$ cat config.mk
export PLATFORM = sky130hd
export DESIGN_NAME = gcd_req_driver
export DESIGN_NICKNAME = d
export VERILOG_FILES = /design/src/rtl/gcd_pkg.sv /design/src/rtl/gcd_timeout_ctr.sv /design/src/rtl/gcd_req_driver.sv
export SDC_FILE = /design/constraint.sdc
export NUM_CORES = 1
export LEC_CHECK = 0
export BUFFER_PORTS_ARGS = -buffer_cell sky130_fd_sc_hd__buf_2
export CAP_MARGIN = 25
export CORE_MARGIN = 4
export CORE_UTILIZATION = 30
export CTS_CLUSTER_DIAMETER = 120
export CTS_CLUSTER_SIZE = 25
export DETAILED_ROUTE_END_ITERATION = 10
export HOLD_SLACK_MARGIN = 0.05
export PLACE_DENSITY = 0.65
export SLEW_MARGIN = 10
export SYNTH_ARGS = -nofsm -noshare
export SYNTH_HDL_FRONTEND = slang
export SYNTH_HIERARCHICAL = 1
export SYNTH_SLANG_ARGS = --single-unit
$ cat constraint.sdc
create_clock -name clk -period 2.82 [get_ports clk]
set_clock_uncertainty 0.15 [all_clocks]
set_input_delay 0.141 -clock clk [delete_from_list [all_inputs] [get_ports clk]]
set_output_delay 0.141 -clock clk [all_outputs]
set_load 0.02 [all_outputs]
$ cat src/rtl/gcd_pkg.sv
// Shared definitions for the GCD requester: default widths/timeout and the
// driver FSM state encodings.
package gcd_pkg;

    localparam int GCD_W       = 16;
    localparam int GCD_TIMEOUT = 200;

    localparam logic [2:0] ST_IDLE  = 3'd0;
    localparam logic [2:0] ST_ISSUE = 3'd1;
    localparam logic [2:0] ST_WAIT  = 3'd2;
    localparam logic [2:0] ST_ACK   = 3'd3;
    localparam logic [2:0] ST_RESP  = 3'd4;

    typedef enum logic [2:0] {
        S_IDLE  = ST_IDLE,
        S_ISSUE = ST_ISSUE,
        S_WAIT  = ST_WAIT,
        S_ACK   = ST_ACK,
        S_RESP  = ST_RESP
    } drv_state_e;

endpackage

$ cat src/rtl/gcd_timeout_ctr.sv
// Clear/enable counter that flags expiry once it has counted TIMEOUT-1 cycles.
// A TIMEOUT of 0 disables expiry entirely.
module gcd_timeout_ctr #(
    parameter int TO_W    = 8,
    parameter int TIMEOUT = 200
) (
    input  logic clk,
    input  logic reset_n,
    input  logic clr_i,
    input  logic en_i,
    output logic expire_o
);

    logic [TO_W-1:0] count_q;
    logic [TO_W-1:0] count_d;

    always_comb begin
        count_d = count_q;
        if (clr_i) begin
            count_d = '0;
        end else if (en_i) begin
            count_d = count_q + TO_W'(1);
        end
    end

    always_ff @(posedge clk or negedge reset_n) begin
        if (!reset_n) begin
            count_q <= '0;
        end else begin
            count_q <= count_d;
        end
    end

    generate
        if (TIMEOUT == 0) begin : g_no_timeout
            assign expire_o = 1'b0;
        end else begin : g_timeout
            assign expire_o = (count_q == TO_W'(TIMEOUT - 1));
        end
    endgenerate

endmodule

$ cat src/rtl/gcd_req_driver.sv
// Requester side of the GCD unit handshake: takes operand pairs from upstream,
// runs one GCD transaction at a time and returns the result (or a timeout error).
module gcd_req_driver
    import gcd_pkg::*;
#(
    parameter int W       = GCD_W,
    parameter int TO_W    = 8,
    parameter int TIMEOUT = GCD_TIMEOUT,
    parameter int CNT_W   = 16
) (
    input  logic             clk,
    input  logic             reset_n,
    input  logic             req_valid,
    output logic             req_ready,
    input  logic [W-1:0]     req_a,
    input  logic [W-1:0]     req_b,
    output logic [W-1:0]     gcd_operand_A,
    output logic [W-1:0]     gcd_operand_B,
    output logic             gcd_input_avail,
    input  logic             gcd_result_rdy,
    input  logic [W-1:0]     gcd_result_data,
    output logic             gcd_result_taken,
    output logic             resp_valid,
    input  logic             resp_ready,
    output logic [W-1:0]     resp_data,
    output logic             resp_err,
    output logic [CNT_W-1:0] txn_count,
    output logic             busy
);

    drv_state_e       state_q, state_d;
    logic [W-1:0]     op_a_q, op_a_d;
    logic [W-1:0]     op_b_q, op_b_d;
    logic [W-1:0]     result_q, result_d;
    logic             err_q, err_d;
    logic [CNT_W-1:0] cnt_q, cnt_d;
    logic             timer_clr;
    logic             timer_en;
    logic             timer_expire;

    gcd_timeout_ctr #(
        .TO_W    (TO_W),
        .TIMEOUT (TIMEOUT)
    ) u_timeout (
        .clk      (clk),
        .reset_n  (reset_n),
        .clr_i    (timer_clr),
        .en_i     (timer_en),
        .expire_o (timer_expire)
    );

    always_comb begin
        state_d   = state_q;
        op_a_d    = op_a_q;
        op_b_d    = op_b_q;
        result_d  = result_q;
        err_d     = err_q;
        cnt_d     = cnt_q;
        timer_clr = 1'b0;
        timer_en  = 1'b0;
        case (state_q)
            S_IDLE: begin
                if (req_valid) begin
                    op_a_d  = req_a;
                    op_b_d  = req_b;
                    err_d   = 1'b0;
                    state_d = S_ISSUE;
                end
            end
            S_ISSUE: begin
                timer_clr = 1'b1;
                state_d   = S_WAIT;
            end
            S_WAIT: begin
                // A result arriving on the expiry cycle still wins.
                if (gcd_result_rdy) begin
                    result_d = gcd_result_data;
                    state_d  = S_ACK;
                end else if (timer_expire) begin
                    result_d = '0;
                    err_d    = 1'b1;
                    state_d  = S_RESP;
                end else begin
                    timer_en = 1'b1;
                end
            end
            S_ACK: begin
                state_d = S_RESP;
            end
            S_RESP: begin
                if (resp_ready) begin
                    cnt_d   = cnt_q + CNT_W'(1);
                    state_d = S_IDLE;
                end
            end
            default: begin
                state_d = S_IDLE;
            end
        endcase
    end

    always_ff @(posedge clk or negedge reset_n) begin
        if (!reset_n) begin
            state_q  <= S_IDLE;
            op_a_q   <= '0;
            op_b_q   <= '0;
            result_q <= '0;
            err_q    <= 1'b0;
            cnt_q    <= '0;
        end else begin
            state_q  <= state_d;
            op_a_q   <= op_a_d;
            op_b_q   <= op_b_d;
            result_q <= result_d;
            err_q    <= err_d;
            cnt_q    <= cnt_d;
        end
    end

    // Every output is a pure decode of state/registers, so no input reaches
    // the GCD-side ports combinationally.
    assign req_ready        = (state_q == S_IDLE);
    assign busy             = (state_q != S_IDLE);
    assign gcd_input_avail  = (state_q == S_ISSUE);
    assign gcd_result_taken = (state_q == S_ACK);
    assign resp_valid       = (state_q == S_RESP);
    assign gcd_operand_A    = op_a_q;
    assign gcd_operand_B    = op_b_q;
    assign resp_data        = result_q;
    assign resp_err         = err_q;
    assign txn_count        = cnt_q;

endmodule

==> qor.yml <==
timing:
  whs_ns: 0.144
  worst_pin_slew_ns: 0.581
  setup_tns_ns: 0
  min_period_ns: 2.22
  grt_setup_unrepaired: "false"
  clock.fmax_ghz: 0.451
  drv_slew: 0
  hold_viol_final: 0
  slew_headroom_pct: 61.3
  setup_slack_ns: 0.602
  setup_violations: 0
  period_share_pct: 78.7
place:
  portBuffers: 122
  dp_hpwl_mm: 4.92
  place_ws_ns: 0.587
  gp_congestion: 0.728
  place_inst: 486
  place_area_um2: 3890
critical_path:
  cp.required_ns: 2.93
  cp.arrival_ns: 2.33
  start_kind: "flop"
  cp-end-kind: "flop"
  path_max_fanout: 9
  setup.worst_path.class: "flop to flop"
clocking:
  ctsRootBufferMaster: "clkbuf_8"
  clockBufferDepth: 2
  clock_latency_ns: 0.33
  clk_pin_slew_ns: 0.08
  post_cts_buffers: 0
  cts_sinks: 76
  cts_made_buffers: 9
  htreeDepth: 3
  cts_tree: "built"
detailed_routing:
  drt-total-wl_mm: 7.59
  num_vias: 2469
  drt-vias-per-instance: 4.45
  drt_iter0_drc: 82
  drc: 0
  first_pass_iters: 4
  wl_per_cell_um: 13.7
  ant_nets: 0
synthesis:
  synthFlopType: "dfrtp_1"
  ys_seq_area_share_pct: 60.6
  syn_nets: 291
  synth-edff-count: 0
  ys_warn_count: 6
  syn-instance-count: 236
  synth-async-reset-ratio_pct: 100
  synth.distinct_cells: 40
  syn_area_um2: 3140
  syn_avg_cell_area_um2: 13.3
  ys_ff_latch: 76
die:
  initial_core_util_pct: 30.5
  coreArea_um2: 10300
  fp.dieH_um: 110
  rows: 37
  io_pins: 123
  die_area_um2: 12200
  fp.dieW_um: 110
cells_and_area:
  insertedDiodeCount: 0
  stdcell_count: 555
  drive_above_1_share_pct: 42.0
  stdcell_area_um2: 4630
  area_growth_syn_to_layout_pct: 47.4
  final_core_util_pct: 45.0
  fin_nets: 470
grt:
  grt-busiest-layer: "met2"
  grtUsageMet2_pct: 21.4
  grt_max_degree: 77
  grt_pass1_wl_mm: 11.8
  antenna_found_initial: 0
  grt_use_met3_pct: 3.79
  met1_usage_pct: 14.5
  grt_pass1_vias: 2543
  grt_usage_pct: 12.5
  grt.overflow.total: 0
pwr:
  power_density_nw_per_um2: 955
  fin_total_pwr_mw: 4.42
  p_leak_nw: 2.27
  peakVddDrop_mv: 0.499
run_status:
  status: "complete, no violations"
flow_run:
  drv_cap: 0
worst_hold_path:
  hold_class: "input port to asynchronous set/reset pin"
==> timing repair <==
action	4_1_cts	5_1_grt
hold buffers	53	0
resized for setup	0	0
endpoints found under the hold margin	128	0
==> logic make-up (layout without fill, tap and decap cells) <==
kind of cell               after synthesis  in the layout  synth area share [%]
and+or+nand+nor                         61             61                  11.3
xor gates and xnor gates                19             19                  5.30
buffers and inverters                   15            198                  2.63
AOI/OAI and AO/OA                       29             29                  7.25
DFF                                     76             76                  60.6
muxes                                   34             34                  12.1
adders and majority gates                2              2                 0.797
==> cells in the final DEF, fill, tap and decap left out, types with 3 or more instances in the layout <==
cell             n
nor3_1           4
xor2_1           9
dlygate4sd3_1   53
nand4_1          4
inv_1            3
dfrtp_1         76
nor2_1          13
nand2_1         16
clkbuf_8        10
buf_2          121
xnor2_1         10
buf_4            5
a22o_1          16
a21oi_1          5
and3_1           3
nand3_1          4
mux2_2          30
==> worst max-delay path: stages, from the launching register on <==
cell and delay (ns):
dfrtp_1 0.49, nor2_1 0.33, nand2_1 0.09, nor3_1 0.14, buf_4 0.18, o211ai_2 0.11
or4_1 0.51, a21oi_1 0.16
==> cells in the mapped netlist, types with 2 or more instances <==
cell type  number  area share [%]
o21ai_0         2            0.32
xor2_1          9             2.5
nor2_1         13             1.6
mux2i_1         2            0.64
mux2_1          2            0.72
nand2b_1        2            0.40
buf_6           2            0.72
nand3_1         4            0.64
nor3b_1         2            0.48
ha_1            2            0.80
buf_2           6            0.96
nand4_1         4            0.80
nand2_1        16             1.9
clkbuf_1        3            0.36
xnor2_1        10             2.8
dfrtp_1        76              61
nor3_1          5            0.80
a21oi_1         5            0.80
mux2_2         30              11
inv_1           3            0.36
and3_1          3            0.60
or3_1           2            0.40
a22o_1         16             4.5
==> power by group <==
part           switching [mW]  internal (mW)
clock network           0.374          0.429
logic                    1.04          0.821
registers               0.266           1.49
==> flip-flops by register name, summed over array words and instances (netlist names) <==
signal and count:
gcd_operand_B 16, gcd_operand_A 16, resp_err 1, resp_data 16, state_q 3, txn_count 16
u_timeout/count_q 8
==> area by class of cell <==
cell class	instances	area [um^2]
sequential	76	1900
tap	136	170
clock inverter	4	48.8
fill	942	5650
inverter	3	11.3
clock buffer	11	141
timing repair buffer	180	1190
multi-input combinational	145	1160
==> path summary, 6_finish.rpt <==
path / from / endpoint / slack [ns] / cells after the start
worst max-delay path: state_q[2]$_DFFE_PN0P_ / u_timeout/count_q[7]$_DFFE_PN0P_ / 0.60 / 7
worst min-delay path: reset_n / txn_count[14]$_DFFE_PN0P_ / 0.14 / 2
worst max register to register: state_q[2]$_DFFE_PN0P_ / u_timeout/count_q[7]$_DFFE_PN0P_ / 0.60 / 7
worst min register to register: txn_count[15]$_DFFE_PN0P_ / txn_count[15]$_DFFE_PN0P_ / 0.33 / 1
max in group asynchronous: reset_n / resp_data[9]$_DFFE_PN0P_ / 1.79 / 3
min in group clk: txn_count[15]$_DFFE_PN0P_ / txn_count[15]$_DFFE_PN0P_ / 0.33 / 1
==> layer usage <==
metal	routed length, um	vias to the layer above
met5	0	-
met4	119	0
met3	594	9
met2	3790	85
met1	3090	1179
li1	-	1196
(Power assumes the default switching activity.)
